==> config.mk <==
export PLATFORM = sky130hd
export DESIGN_NAME = instr_fetch_queue
export DESIGN_NICKNAME = d
export VERILOG_FILES = /design/src/rtl/instr_fetch_queue_pkg.sv /design/src/rtl/instr_fetch_queue_sync_fifo.sv /design/src/rtl/instr_fetch_queue.sv
export SDC_FILE = /design/constraint.sdc
export NUM_CORES = 1
export LEC_CHECK = 0
export CELL_PAD_IN_SITES_DETAIL_PLACEMENT = 0
export CELL_PAD_IN_SITES_GLOBAL_PLACEMENT = 2
export CORE_UTILIZATION = 38
export CTS_BUF_LIST = sky130_fd_sc_hd__clkbuf_16
export CTS_CLUSTER_SIZE = 28
export DETAILED_ROUTE_END_ITERATION = 7
export PLACE_DENSITY_LB_ADDON = 0.1
export SYNTH_ARGS = -nofsm -noshare
export SYNTH_HDL_FRONTEND = slang
export SYNTH_SLANG_ARGS = --single-unit
export TNS_END_PERCENT = 5
==> constraint.sdc <==
create_clock -name clock -period 7.5 [get_ports clock]
set_input_delay 0.75 -clock clock [delete_from_list [all_inputs] [get_ports clock]]
set_output_delay 0.75 -clock clock [all_outputs]
set_load 0.1 [all_outputs]
==> src/rtl/instr_fetch_queue_pkg.sv <==
// Shared definitions for the fetch unit: opcode map (common with the control
// unit), fetch FSM encoding and default widths.
package instr_fetch_queue_pkg;

  localparam int ADDR_W_DEF = 8;
  localparam int DATA_W_DEF = 8;

  localparam logic [7:0] OP_NOP  = 8'h00;
  localparam logic [7:0] OP_ADD  = 8'h01;
  localparam logic [7:0] OP_SUB  = 8'h02;
  localparam logic [7:0] OP_AND  = 8'h03;
  localparam logic [7:0] OP_OR   = 8'h04;
  localparam logic [7:0] OP_JMP  = 8'h81;
  localparam logic [7:0] OP_CALL = 8'h82;
  localparam logic [7:0] OP_RET  = 8'h83;
  localparam logic [7:0] OP_GOTO = 8'h84;
  localparam logic [7:0] OP_JZ   = 8'h85;
  localparam logic [7:0] OP_JNZ  = 8'h87;

  typedef enum logic [1:0] {
    ST_IDLE    = 2'd0,
    ST_REQ     = 2'd1,
    ST_DISCARD = 2'd2
  } fetch_state_t;

endpackage

==> src/rtl/instr_fetch_queue_sync_fifo.sv <==
// DEPTH x DATA_W circular buffer with occupancy count; clear empties it in
// one cycle (used by flush).
module sync_fifo
  import instr_fetch_queue_pkg::*;
#(
  parameter int DEPTH  = 4,
  parameter int DATA_W = DATA_W_DEF,
  parameter int CNT_W  = $clog2(DEPTH) + 1
) (
  input  logic              clock,
  input  logic              reset,
  input  logic              clear,
  input  logic              push,
  input  logic              pop,
  input  logic [DATA_W-1:0] din,
  output logic [DATA_W-1:0] dout,
  output logic [CNT_W-1:0]  count,
  output logic              full,
  output logic              empty
);

  localparam int PTR_W = $clog2(DEPTH);

  logic [DEPTH-1:0][DATA_W-1:0] mem;
  logic [PTR_W-1:0]             wr_ptr, rd_ptr;

  always_ff @(posedge clock) begin
    if (push) mem[wr_ptr] <= din;
  end

  always_ff @(posedge clock) begin
    if (reset || clear) begin
      wr_ptr <= '0;
      rd_ptr <= '0;
      count  <= '0;
    end else begin
      if (push) wr_ptr <= wr_ptr + PTR_W'(1);
      if (pop)  rd_ptr <= rd_ptr + PTR_W'(1);
      count <= count + CNT_W'(push) - CNT_W'(pop);
    end
  end

  assign dout  = mem[rd_ptr];
  assign full  = (count == CNT_W'(DEPTH));
  assign empty = (count == '0);

endmodule

==> src/rtl/instr_fetch_queue.sv <==
// Prefetch queue feeding IR/PC to the control unit; one read outstanding max.
// Optional macro FETCH_BYPASS_EN: serve ir straight from mem_data when empty.
module instr_fetch_queue
  import instr_fetch_queue_pkg::*;
#(
  parameter int ADDR_W = ADDR_W_DEF,
  parameter int DATA_W = DATA_W_DEF,
  parameter int DEPTH  = 4
) (
  input  logic                     clock,
  input  logic                     reset,
  output logic                     mem_rd,
  output logic [ADDR_W-1:0]        mem_addr,
  input  logic [DATA_W-1:0]        mem_data,
  input  logic                     mem_valid,
  input  logic                     ir_load,
  output logic [DATA_W-1:0]        ir,
  output logic [ADDR_W-1:0]        pc,
  output logic                     fetch_stall,
  input  logic                     flush,
  input  logic [ADDR_W-1:0]        flush_addr,
  output logic [$clog2(DEPTH):0]   q_count
);

  localparam int CNT_W = $clog2(DEPTH) + 1;

  fetch_state_t      state, state_nxt;
  logic [ADDR_W-1:0] fetch_ptr, fetch_ptr_nxt, pc_next;
  logic [DATA_W-1:0] head;
  logic [CNT_W-1:0]  cnt_after;
  logic              accept, bypass, push, pop, full, empty, space_after;

  sync_fifo #(.DEPTH(DEPTH), .DATA_W(DATA_W), .CNT_W(CNT_W)) u_fifo (
    .clock (clock),
    .reset (reset),
    .clear (flush),
    .push  (push),
    .pop   (pop),
    .din   (mem_data),
    .dout  (head),
    .count (q_count),
    .full  (full),
    .empty (empty)
  );

  // Responses are only meaningful while a live request is in flight.
  assign accept = (state == ST_REQ) && mem_valid;

`ifdef FETCH_BYPASS_EN
  assign bypass = accept && empty && ir_load && !flush;
`else
  assign bypass = 1'b0;
`endif

  assign push        = accept && !flush && !bypass;
  assign pop         = ir_load && !empty && !flush;
  assign fetch_stall = empty && !bypass;
  assign mem_rd      = (state == ST_REQ);

  assign cnt_after   = q_count + CNT_W'(push) - CNT_W'(pop);
  assign space_after = cnt_after < CNT_W'(DEPTH);

  always_comb begin
    state_nxt     = state;
    fetch_ptr_nxt = fetch_ptr;
    case (state)
      ST_IDLE:    if (!full) state_nxt = ST_REQ;
      ST_REQ:     if (accept) state_nxt = space_after ? ST_REQ : ST_IDLE;
      ST_DISCARD: if (mem_valid) state_nxt = ST_REQ;
      default:    state_nxt = ST_IDLE;
    endcase
    if (accept) fetch_ptr_nxt = fetch_ptr + ADDR_W'(1);
    // A read still in flight at flush time must be swallowed before refetching.
    if (flush) begin
      fetch_ptr_nxt = flush_addr;
      state_nxt     = (state != ST_IDLE && !mem_valid) ? ST_DISCARD : ST_REQ;
    end
  end

  always_ff @(posedge clock) begin
    if (reset) begin
      state     <= ST_IDLE;
      fetch_ptr <= '0;
      pc_next   <= '0;
      pc        <= '0;
      ir        <= '0;
      mem_addr  <= '0;
    end else begin
      state     <= state_nxt;
      fetch_ptr <= fetch_ptr_nxt;
      if (state_nxt == ST_REQ) mem_addr <= fetch_ptr_nxt;
      if (flush) begin
        pc_next <= flush_addr;
      end else if (pop || bypass) begin
        ir      <= pop ? head : mem_data;
        pc      <= pc_next;
        pc_next <= pc_next + ADDR_W'(1);
      end
    end
  end

endmodule

Yosys cells after proc, flatten, opt, wreduce, memory -nomap -nowiden. Index checks and enable logic that the tools add are counted.

Bits in registers: 81. Bits of input ports: 21. Output and inout bits: 29. Logic and storage cells: 59.

Add/subtract/negate cells: 6. Magnitude comparators: 4. Equal/unequal tests: 4. Multiplexer cells: 16. Bitwise operators: 1. Reduce and logical (&&, ||, !) cells: 15.

Operators by type and width (count): two-way mux 8 bit (6); bitwise mux 32 bit (1); adder 8 x 1 -> 8 bit, second input constant (2); binary-select mux 8 bit (select 2 bit) (1); demux 8 bit (select 2 bit) (1); two-way mux 2 bit (5); logical AND 1 bit (6); less-than comparator 2 x 3 -> 1 bit, second input constant (2); one-hot mux 2 bit (3 select lines) (1); adder 2 x 1 -> 2 bit, second input constant (2); == test 2 x 1 -> 1 bit, second input constant (2); nonzero test 2 bit (2); adder 3 x 1 -> 3 bit (1); == test 3 bit, second input constant (1); zero test 1 bit (3); zero test 3 bit (1); less-than comparator 3 bit, second input constant (1); subtractor 3 x 1 -> 3 bit (1); == test 2 bit, second input constant (1); greater-or-equal comparator 2 x 1 -> 1 bit, second input constant (1); zero test 2 bit (1); AND reduction 2 bit (1); logical OR 1 bit (1); two-way mux 1 bit (1); NOT 1 bit (1).

Longest topological paths before layout. Gate-level depths: netlist of run 1.

Word-level depth: 11. Mapped depth: 13. Gate-level depth less buffers: 11.

Cells and area by module. A second synthesis of run 1 with hierarchy kept.

Cell total of the unflattened synthesis: 293. Area, all modules: 3465.8 um^2.

By module, submodules not included: instr_fetch_queue (instances 1, cells an instance 208, area each 1896.8 um^2, sequential area each 840.8 um^2); sync_fifo (instances 1, cells an instance 85, area each 1569.0 um^2, sequential area each 1101.1 um^2).

Worst setup path before layout of run 1. Ideal clock, no wire load.

Path kind: flip-flop to flip-flop. Start point: register u_fifo.count[1]. End point: register mem_addr[1]. Setup time: 121 ps. Arrival time: 3737 ps. Data required time: 7379 ps. Path slack: 3642 ps. Stages on the path, launching flop included: 14. Buffers on the path: 2. Clock period less this slack: 3858 ps. Cells stage by stage: dfxtp_1 > o31a_1 > buf_2 > nand2_1 > clkinv_1 > buf_2 > ha_1 > inv_1 > ha_1 > fa_1 > xnor3_1 > a21o_1 > a31oi_4 > mux2_2.

Word-level cells in the longest chain between the ends: 11. Elaborated cells between the ends (all ways): 14. Classes of those cells: 2 x add/sub; 1 x order compare; 2 x eq/ne; 5 x mux; 4 x reduce/logical.

RTL lines: from (decl) (line instr_fetch_queue_sync_fifo.sv:17) `output logic [CNT_W-1:0] count,`; from (signal assigned) (line instr_fetch_queue_sync_fifo.sv:39) `count <= count + CNT_W'(push) - CNT_W'(pop);`; zero test 3 bit (line instr_fetch_queue_sync_fifo.sv:45) `assign empty = (count == '0);`; zero test 1 bit (line instr_fetch_queue.sv:56) `assign pop = ir_load && !empty && !flush;`; logical AND 1 bit (2 in series) (line instr_fetch_queue.sv:56); via pop (line instr_fetch_queue.sv:31) `logic accept, bypass, push, pop, full, empty, space_after;`; subtractor 3 x 1 -> 3 bit (line instr_fetch_queue.sv:60) `assign cnt_after = q_count + CNT_W'(push) - CNT_W'(pop);`; less-than comparator 3 bit (line instr_fetch_queue.sv:61) `assign space_after = cnt_after < CNT_W'(DEPTH);`; two-way mux 1 bit (line instr_fetch_queue.sv:68) `ST_REQ: if (accept) state_nxt = space_after ? ST_REQ : ST_IDLE;`; two-way mux 2 bit (line instr_fetch_queue.sv:68); one-hot mux 2 bit (3 select lines) (line instr_fetch_queue.sv:66) `case (state)`; two-way mux 2 bit (line instr_fetch_queue.sv:74) `if (flush) begin`; == test 2 x 1 -> 1 bit (line instr_fetch_queue.sv:91) `if (state_nxt == ST_REQ) mem_addr <= fetch_ptr_nxt;`; to (signal assigned) (line instr_fetch_queue.sv:91); to (decl) (line instr_fetch_queue.sv:13) `output logic [ADDR_W-1:0] mem_addr,`.

The timed path passes the listed nets, and every way through them passes these cells. A chain may end at the register's enable or synchronous reset.

Worst setup path after layout of run 1.
Start point: input flush. End point: register mem_addr[4].

Word-level cells in the longest chain between the ends: 10. Elaborated cells between the ends (all ways): 12. Classes of those cells: 2 x add/sub; 1 x order compare; 1 x eq/ne; 5 x mux; 3 x reduce/logical.

RTL lines: from (decl) (line instr_fetch_queue.sv:20) `input logic flush,`; zero test 1 bit (line instr_fetch_queue.sv:55, instr_fetch_queue.sv:56); logical AND 1 bit (line instr_fetch_queue.sv:55) `assign push = accept && !flush && !bypass;`; adder 3 x 1 -> 3 bit (line instr_fetch_queue.sv:60); subtractor 3 x 1 -> 3 bit (line instr_fetch_queue.sv:60); less-than comparator 3 bit (line instr_fetch_queue.sv:61); two-way mux 1 bit (line instr_fetch_queue.sv:68); two-way mux 2 bit (line instr_fetch_queue.sv:68); one-hot mux 2 bit (3 select lines) (line instr_fetch_queue.sv:66); two-way mux 2 bit (line instr_fetch_queue.sv:74); == test 2 x 1 -> 1 bit (line instr_fetch_queue.sv:91).

Several ways; a longest one is shown, not always the timed one.

==> results of run 1 <==
==> final timing paths <==
check                                                start                        to  slack, ns  cells after the start
worst max register to register  u_fifo.count[1]$_SDFF_PP0_  mem_addr[4]$_SDFFE_PP0N_       3.36                     11
worst min-delay path                    pc[6]$_SDFFE_PP0P_        pc[6]$_SDFFE_PP0P_       0.45                      2
worst min register to register          pc[6]$_SDFFE_PP0P_        pc[6]$_SDFFE_PP0P_       0.45                      2
worst max-delay path                                 flush  mem_addr[4]$_SDFFE_PP0N_       2.53                     13
==> cell usage in the layout, fill, tap and decap left out, drive strengths merged, types with 3 or more instances in the layout <==
cell type       n
xor2            5
and3            7
a311oi          3
nand4           5
mux2            7
dfxtp          49
a21oi          25
a31oi           3
inv            16
nor3b           3
edfxtp         32
xnor2           6
a21boi          3
nor3            8
clkdlybuf4s50  49
o21bai          5
clkbuf          9
nor2            4
mux4            8
nor2b          12
nand2          41
ha              8
nand3           3
==> worst max-delay path, delay by kind of cell <==
kind            cells  cell delay [ns]
xor+xnor            1             0.20
simple gates        1             0.56
buf+inv             5             1.68
mux                 1             0.38
compound gates      2             0.58
fa+ha+maj           3             1.01
==> area by class of cell <==
cell class	instances	area (um^2)	area share
clock buffer	9	225.2	0.05262
clock inverter	7	78.83	0.01842
inverter	13	48.80	0.01140
multi-input combinational	183	1345	0.3142
sequential	81	1942	0.4537
tap	108	135.1	0.03157
timing repair buffer	51	505.5	0.1181
==> metrics by stage <==
stage | cells | utilization | power, mW | hold slack (ns)
final | 452 | 0.4932 | 1.041 | 0.4516
after global routing | 452 | 0.4932 | 1.086 | 0.4708
after CTS | 452 | 0.4932 | 1.057 | 0.4548
after detailed placement | 436 | 0.4582 | 0.6063 | 0.4461
after global placement | 436 | 0.4582 | 0.6059 | 0.4446
after floorplan | 292 | - | 0.5701 | 0.4444
==> layer usage <==
layer  wire length (um)  track usage  vias to the layer above
met4                 71      0.05515                        0
met3                318      0.04460                        8
met1               3701       0.2537                     1040
met2               2879       0.2212                       46
met5                  0            0                        -
li1                   -            -                     1139
==> cells by family (layout without fill, tap and decap cells) <==
kind of cell | count (synthesis) | after routing | share of synthesized area
buf+inv | 28 | 80 | 0.03241
fa+ha+maj | 9 | 9 | 0.03536
xor+xnor | 12 | 12 | 0.03499
compound gates | 50 | 50 | 0.1002
mux | 17 | 17 | 0.08214
simple gates | 95 | 95 | 0.1433
flops | 81 | 81 | 0.5716
==> power by group through the flow <==
stage | combinational, mW | clock, mW | sequential, mW
6_report | 0.112 | 0.445 | 0.483
3_5_place_dp | 0.113 | 0 | 0.493
2_1_floorplan | 0.0455 | 0 | 0.525
4_1_cts | 0.114 | 0.460 | 0.483
5_1_grt | 0.121 | 0.480 | 0.485
3_3_place_gp | 0.113 | 0 | 0.493
==> flip-flops by register name, indices dropped and copies added (netlist names) <==
register and count:
u_fifo.mem 32, fetch_ptr 8, ir 8, mem_addr 8, pc 8, pc_next 8, u_fifo.count 3, state 2
u_fifo.rd_ptr 2, u_fifo.wr_ptr 2
==> results_dict.tcl, run 1 <==
set metrics [dict create \
    nets 369 \
    p_leak_nw 1.503 \
    p_clk_frac 0.428 \
    cts_sinks 81 \
    floorplan.initialDensity 0.3914 \
    row_count 34 \
    total_of_max_cap_violations 0 \
    critical_path.cell_chain "clkdlybuf4s50_1 -> buf_4 -> inv_1 -> nand2_1 -> clkinv_1 -> ha_1 -> inv_1 -> ha_1 -> fa_1 -> xnor3_1 -> a21o_1 -> a31oi_4 -> mux2_2" \
    cts_made_buffers 9 \
    synthFlopType "dfxtp_1" \
    power.ir.vdd_worst_uv 114.6 \
    internal_portion_of_total_power_uw 772.3 \
    dr.pass1.iters 4 \
    worst_hold_path_type "register to register" \
    yosysWarnings 0 \
    slowest_stage "nand2_1" \
    design.die.area_um2 9322 \
    cts.root.buffer_cell "clkbuf_16" \
    ys_ff_latch 81 \
    yosys-top-cells-count "dfxtp_1 (49), nand2_1 (41), edfxtp_1 (32)" \
    synth_sequential_area_ratio 0.5716 \
    drtAntennaViolNets 0 \
    fp.dieH_um 96.55 \
    flow.area_growth_from_synthesis_pct 26.00 \
    clock_insertion_delay_worst_skew_ns 0.33 \
    maximum_number_of_pins_on_one_net_before_global_route_repair 43 \
    clockBufferDepth 2 \
    vias 2233 \
    fin_crit_ns 4.969 \
    relative_max_transition_margin 0.3284 \
    largest_stage_delay_on_the_critical_path_ns 0.56 \
    switching_share 0.2579 \
    fin_crit_sh 0.6626 \
    ios 50 \
    fin_area_um2 4280 \
    dpl.hpwl_mm 4.766 \
    grt_first_pass_wirelength_mm 11.18 \
    path_class "input port to register" \
    max_slew.worst_pin.slew_ns 1.004 \
    grt_setup_unrepaired "no" \
    cts_post_setup_buffers_inserted 0 \
    synth.cell_area_um2 3397 \
    post_dp_cell_area_um2 3976 \
    cts_resized 0 \
    pre_cts_setup_slack_ns 2.108 \
    status "completed" \
    synth_cell_types 49 \
    place_congestion 0.7302 \
    critical_path.max_fanout 24 \
    kind_of_start_point_of_the_critical_path "input port" \
    number_of_nets_produced_by_synthesis 322 \
    dr_iter_0_viols 55 \
    slew_violations 0 \
    setup.worst_path.end_class "register" \
    post_cts_hold_buffer_count 0 \
    post_synthesis_average_cell_area_um2 11.63 \
    die_w_um 96.55 \
    share_seq_of_total_power 0.464 \
    total_drc_errors_in_the_routed_layout 0 \
    fillCellCount 807 \
    wl_mm 6.971 \
    finalSetupViolCount 0 \
    synth-async-reset-ratio 0 \
    critical_path_arrival_ns 5.19 \
    synth.top_cells.by_area "dfxtp_1 (29%), edfxtp_1 (28%), mux4_2 (5.3%)" \
    setup_total_negative_slack_ns 0 \
    cts.htree.levels 3 \
    synth_cells 292 \
    synth_most_common_cell "dfxtp_1" \
    diodes 0 \
    final_critical_path_setup_slack_ns 2.531 \
    via_per_instance_ratio 4.940 \
    clock_tree_from_tritoncts "done" \
    antenna_found_initial 0 \
    drive_above_1_share 0.1017 \
    core_area_um2 8678 \
    share_comb_of_total_power 0.108 \
    critical_path_required_ns 7.72 \
    place.port_buffers 49 \
    grt_overflow 0 \
    netlist.area_leader.share 0.2888 \
    number_of_global_route_vias_before_repair 2074 \
    timing.clock.skew_ns 0.007012 \
    cts.clk_slew.worst_paths_ns 0.06 \
    net-switching-power_uw 268.5 \
    avgRoutedWirePerCell_um 15.42 \
    groute.usage.overall 0.1655 \
    highest_clock_frequency_the_design_can_meet_mhz 201.2 \
    report.final.hold_viol_count 0 \
    synth_top_area_cell "dfxtp_1" \
    number_of_synthesized_flops_with_an_enable_pin 32 \
    power-per-cell-area_nw_per_um2 243.1 \
]
No activity file was read; power rests on OpenSTA's default activity.
==> run 2: changes to the inputs <==
--- a/config.mk
+++ b/config.mk
@@ -7,7 +7,7 @@
 export LEC_CHECK = 0
 export CELL_PAD_IN_SITES_DETAIL_PLACEMENT = 0
 export CELL_PAD_IN_SITES_GLOBAL_PLACEMENT = 2
-export CORE_UTILIZATION = 38
+export CORE_UTILIZATION = 32
 export CTS_BUF_LIST = sky130_fd_sc_hd__clkbuf_16
 export CTS_CLUSTER_SIZE = 28
 export DETAILED_ROUTE_END_ITERATION = 7
==> constraint.sdc (replaced) <==
create_clock -name clock -period 4.1 [get_ports clock]
set_input_delay 0.41 -clock clock [delete_from_list [all_inputs] [get_ports clock]]
set_output_delay 0.41 -clock clock [all_outputs]
set_load 0.1 [all_outputs]
==> results_dict.tcl, run 2 (same netlist as run 1, synthesis figures left out) <==
set metrics [dict create \
    number_of_global_route_vias_before_repair 2270 \
    report.final.hold_viol_count 0 \
    dr_iter_0_viols 41 \
    dpl.hpwl_mm 5.023 \
    max_slew.worst_pin.slew_ns 1.016 \
    total_of_max_cap_violations 0 \
    fillCellCount 1018 \
    slew_violations 0 \
    holdPathEnd "pc[2]$_SDFFE_PP0P_" \
    cts_resized 0 \
    fin_cells 483 \
    share_comb_of_total_power 0.115 \
    critical_path_required_ns 4.32 \
    row_count 37 \
    vias 2280 \
    worst_hold_path_type "register to register" \
    fin_crit_sh 0.7720 \
    cts_made_buffers 9 \
    fin_crit_ns 3.165 \
    critical_path.cell_chain "o31a_1 -> nand2_1 -> clkinv_1 -> ha_1 -> inv_1 -> ha_1 -> fa_1 -> xnor3_1 -> a21o_1 -> a31oi_4 -> mux2_2" \
    min_path_cells 2 \
    setup.worst_path.end_class "register" \
    status "completed" \
    clockBufferDepth 2 \
    drive_above_1_share 0.1066 \
    slowest_stage "o31a_1" \
    finalSetupViolCount 0 \
    flow.area_growth_from_synthesis_pct 26.74 \
    nets 372 \
    ios 50 \
    diodes 0 \
    total_drc_errors_in_the_routed_layout 0 \
    power_mw 1.816 \
    clock_tree_from_tritoncts "done" \
    cts_sinks 81 \
    most_flops_register "u_fifo.mem" \
    p_leak_nw 1.502 \
    grt_first_pass_wirelength_mm 12.03 \
    cts_post_setup_buffers_inserted 0 \
    via_per_instance_ratio 4.720 \
    worst-r2r-setup-slack_ns 0.93 \
    cts.htree.levels 3 \
    kind_of_start_point_of_the_critical_path "register" \
    hp-start "pc[2]$_SDFFE_PP0P_" \
    dr.pass1.iters 4 \
    place.port_buffers 49 \
    cts.clk_slew.worst_paths_ns 0.06 \
    path_class "register to register" \
    relative_max_transition_margin 0.3207 \
    cts.root.buffer_cell "clkbuf_16" \
    p_clk_frac 0.398 \
    post_cts_hold_buffer_count 0 \
    layout.cells.most_common_list "dfxtp_1 (49), clkdlybuf4s50_1 (49), nand2_1 (41), edfxtp_1 (32), a21oi_1 (25)" \
    most_frequent_cell_on_critical_path "ha_1" \
    highest_clock_frequency_the_design_can_meet_mhz 315.9 \
    design.die.area_um2 11030 \
    critical_path.reg2reg.endpoint "mem_addr[5]$_SDFFE_PP0N_" \
    rr_startpoint "u_fifo.count[1]$_SDFF_PP0_" \
    power-per-cell-area_nw_per_um2 421.8 \
    fp.dieH_um 105.0 \
    pre_cts_setup_slack_ns 0.5855 \
    net-switching-power_uw 472.2 \
    die_w_um 105.0 \
    largest_reg_flops 32 \
    critPathTopFamily "compound AO/OA/AOI/OAI gates" \
    grt_overflow 0 \
    critical_path_arrival_ns 3.39 \
    grt_setup_unrepaired "no" \
    crit_path_buffers_inverters 2 \
    final_critical_path_setup_slack_ns 0.9349 \
    setup_total_negative_slack_ns 0 \
    critical_path.max_fanout 9 \
    largest_stage_delay_on_the_critical_path_ns 0.41 \
    share_seq_of_total_power 0.487 \
    avgRoutedWirePerCell_um 14.92 \
    antenna_found_initial 0 \
    groute.usage.overall 0.1456 \
    switching_share 0.2600 \
    wl_mm 7.204 \
    core_area_um2 10320 \
    floorplan.initialDensity 0.3291 \
    clock_insertion_delay_worst_skew_ns 0.33 \
    internal_portion_of_total_power_mw 1.344 \
    drtAntennaViolNets 0 \
    post-place-cells 467 \
    maximum_number_of_pins_on_one_net_before_global_route_repair 43 \
    power.ir.vdd_worst_uv 181.0 \
    timing.reg2reg.worst_path_depth 11 \
    place_congestion 0.6903 \
    timing.clock.skew_ns 0.007136 \
]
-- run 2: changes by cell type in the layout (fill, tap and decap cells not counted) --
cell,delta
bufinv_16,-1
buf_4,+3
inv_8,-1
clkinvlp_2,+1
inv_1,+1
-- run 2: worst reg2reg max path, cell delays in order (launching register included) --
cell and delay (ns):
dfxtp_1 0.37, o31a_1 0.41, nand2_1 0.14, clkinv_1 0.09, ha_1 0.27, inv_1 0.04
ha_1 0.19, fa_1 0.37, xnor3_1 0.20, a21o_1 0.21, a31oi_4 0.38, mux2_2 0.38
-- run 2: metal layers --
metal	vias up	share of wire	global-route usage
met4	0	0.020	0.07847
li1	1156	-	-
met1	1073	0.52	0.2062
met3	12	0.032	0.03057
met5	-	0	0
met2	39	0.43	0.2062
-- run 2: final cells by class --
type	count	area [um^2]	share of cell area
Sequential cell	81	1942	0.4510
Multi-Input combinational cell	183	1345	0.3124
Timing Repair Buffer	54	528.0	0.1226
Clock buffer	9	225.2	0.05231
Tap cell	136	170.2	0.03952
Inverter	13	48.80	0.01133
Clock inverter	7	46.29	0.01075
-- run 2: power groups by stage --
stage | registers, mW | logic, mW | clock network, mW
6_report | 0.884 | 0.209 | 0.724
5_1_grt | 0.888 | 0.223 | 0.791
4_1_cts | 0.884 | 0.212 | 0.751
3_5_place_dp | 0.901 | 0.211 | 0
3_3_place_gp | 0.901 | 0.210 | 0
2_1_floorplan | 0.960 | 0.0833 | 0
-- run 2: how the worst max path moves through the flow --
stage | startpoint | end | slack, ns | depth (start not counted)
after floorplan | u_fifo.count[1]$_SDFF_PP0_ | mem_addr[1]$_SDFFE_PP0N_ | 0.24 | 13
after global placement | ir_load | mem_addr[4]$_SDFFE_PP0N_ | 0.60 | 12
after detailed placement | ir_load | mem_addr[5]$_SDFFE_PP0N_ | 0.59 | 12
after CTS | u_fifo.count[1]$_SDFF_PP0_ | mem_addr[5]$_SDFFE_PP0N_ | 0.88 | 11
after global routing | u_fifo.count[1]$_SDFF_PP0_ | mem_addr[1]$_SDFFE_PP0N_ | 0.72 | 11
final | u_fifo.count[1]$_SDFF_PP0_ | mem_addr[5]$_SDFFE_PP0N_ | 0.93 | 11
-- run 2: stage by stage --
stage,hold slack [ns],util,area [um^2]
after detailed placement,0.4456,0.3907,4034
after floorplan,0.4444,-,3397
after global placement,0.4431,0.3907,4034
after CTS,0.4545,0.4170,4305
final,0.4508,0.4170,4305
after global routing,0.4708,0.4170,4305
==> run 3: changes to the inputs <==
==> constraint.sdc (replaced) <==
create_clock -name clock -period 2.7 [get_ports clock]
set_input_delay 0.27 -clock clock [delete_from_list [all_inputs] [get_ports clock]]
set_output_delay 0.27 -clock clock [all_outputs]
set_load 0.1 [all_outputs]
==> results_dict.tcl, run 3 (same netlist as run 1, synthesis figures left out) <==
set metrics [dict create \
    clockBufferDepth 2 \
    highest_clock_frequency_the_design_can_meet_mhz 365.9 \
    fin_crit_sh 1.012 \
    p_leak_nw 1.655 \
    max_slew.worst_pin.slew_ns 0.7358 \
    dpl.hpwl_mm 5.381 \
    clock_insertion_delay_worst_skew_ns 0.33 \
    groute.usage.overall 0.1507 \
    critical_path_arrival_ns 2.96 \
    fin_area_um2 4437 \
    final_critical_path_setup_slack_ns -0.03277 \
    layout.cells.most_common_list "dfxtp_1 (46), buf_4 (45), nand2_1 (40), edfxtp_1 (32), a21oi_1 (25)" \
    drtAntennaViolNets 0 \
    power.ir.vdd_worst_uv 324.0 \
    critical_path.cell_chain "o31a_1 -> nand2_8 -> clkinv_8 -> ha_4 -> inv_2 -> ha_4 -> fa_2 -> xnor3_1 -> a21o_1 -> a31oi_4 -> buf_12 -> mux2_4" \
    cts_sinks 81 \
    dr.pass1.iters 4 \
    row_count 37 \
    timing.clock.skew_ns 0.004584 \
    status "finished, violations left" \
    fp.dieH_um 105.0 \
    report.final.hold_viol_count 0 \
    finalSetupViolCount 7 \
    cts.htree.levels 3 \
    power-per-cell-area_nw_per_um2 635.7 \
    nets 384 \
    post_cts_hold_buffer_count 0 \
    critical_path_required_ns 2.93 \
    core_area_um2 10320 \
    floorplan.initialDensity 0.3291 \
    ios 50 \
    post_dp_cell_area_um2 4143 \
    clock_tree_from_tritoncts "done" \
    flow.area_growth_from_synthesis_pct 30.61 \
    relative_max_transition_margin 0.5079 \
    slew_violations 0 \
    kind_of_start_point_of_the_critical_path "register" \
    total_of_max_cap_violations 0 \
    grt_first_pass_wirelength_mm 12.41 \
    largest_stage_delay_on_the_critical_path_ns 0.36 \
    setup.worst_path.end_class "register" \
    vias 2312 \
    final_util 0.4298 \
    place_congestion 0.7084 \
    wl_mm 7.555 \
    violations "negative setup slack" \
    cts.clk_slew.worst_paths_ns 0.06 \
    via_per_instance_ratio 4.671 \
    layout.cells.most_common "dfxtp_1" \
    path_class "register to register" \
    avgRoutedWirePerCell_um 15.26 \
    cts_resized 0 \
    cts.root.buffer_cell "clkbuf_16" \
    worst_hold_path_type "register to register" \
    antenna_found_initial 0 \
    grt_setup_unrepaired "yes" \
    critical_path.max_fanout 8 \
    grt_overflow 0 \
    drive_above_1_share 0.2451 \
    largest_reg_flops 32 \
    fin_crit_ns 2.733 \
    die_w_um 105.0 \
    slowest_stage "o31a_1" \
    diodes 0 \
    total_drc_errors_in_the_routed_layout 0 \
    dr_iter_0_viols 85 \
    place.port_buffers 49 \
    maximum_number_of_pins_on_one_net_before_global_route_repair 24 \
    design.die.area_um2 11030 \
    number_of_global_route_vias_before_repair 2250 \
    cts_made_buffers 9 \
    most_frequent_cell_on_critical_path "ha_4" \
    most_flops_register "u_fifo.mem" \
]
==> run 3: power by group <==
group	switching, mW	internal [mW]
logic	0.220	0.124
registers	0.0296	1.31
clock network	0.508	0.632
==> run 3: per-layer routing <==
metal,part of all wire,up-vias,global-route usage
met4,0.020,0,0.06942
met2,0.42,40,0.2100
li1,-,1171,-
met5,0,-,0
met1,0.53,1089,0.2242
met3,0.028,12,0.02745
==> run 3: final timing paths <==
path | start | endpoint | slack, ns | depth (start not counted)
setup reg to reg | u_fifo.count[2]$_SDFF_PP0_ | mem_addr[4]$_SDFFE_PP0N_ | -0.03 | 12
hold / removal | pc[1]$_SDFFE_PP0P_ | pc[1]$_SDFFE_PP0P_ | 0.45 | 2
setup / recovery | u_fifo.count[2]$_SDFF_PP0_ | mem_addr[4]$_SDFFE_PP0N_ | -0.03 | 12
hold reg to reg | pc[1]$_SDFFE_PP0P_ | pc[1]$_SDFFE_PP0P_ | 0.45 | 2
==> run 3: layout make-up <==
cell class,count,area (um^2)
inverters,13,61.31
multi-input cells,183,1415
well taps,136,170.2
fillers,989,5887
clock buffers,9,225.2
repair buffers,66,558.0
flip-flops and latches,81,1953
clock inverters,7,53.80
==> run 3: stage by stage <==
step	setup TNS (ns)	hold WS (ns)	instances	setup WS (ns)	total power, mW
final	-0.2158	0.4528	495	-0.03277	2.821
after global routing	-0.9444	0.4725	495	-0.1253	2.935
after detailed placement	-2.012	0.4488	477	-0.2700	1.708
after CTS	-0.3691	0.4577	495	-0.05522	2.853
after global placement	-2.015	0.4434	477	-0.2699	1.707
after floorplan	-3.387	0.3493	292	-0.4043	1.594
==> run 3: what timing repair did <==
action	CTS	global route
pin swaps	2	0
setup buffers	2	0
cloned	0	0
setup endpoints to repair	7	9
==> run 3: critical path: cells and delay by family (launching register included) <==
kind	cells	cell delay [ns]
adder cells (fa/ha/maj)	3	0.74
AO/OA/AOI/OAI	3	0.71
flip-flops	1	0.34
multiplexers	1	0.29
buffers and inverters	3	0.25
XOR/XNOR	1	0.19
AND/OR/NAND/NOR	1	0.10
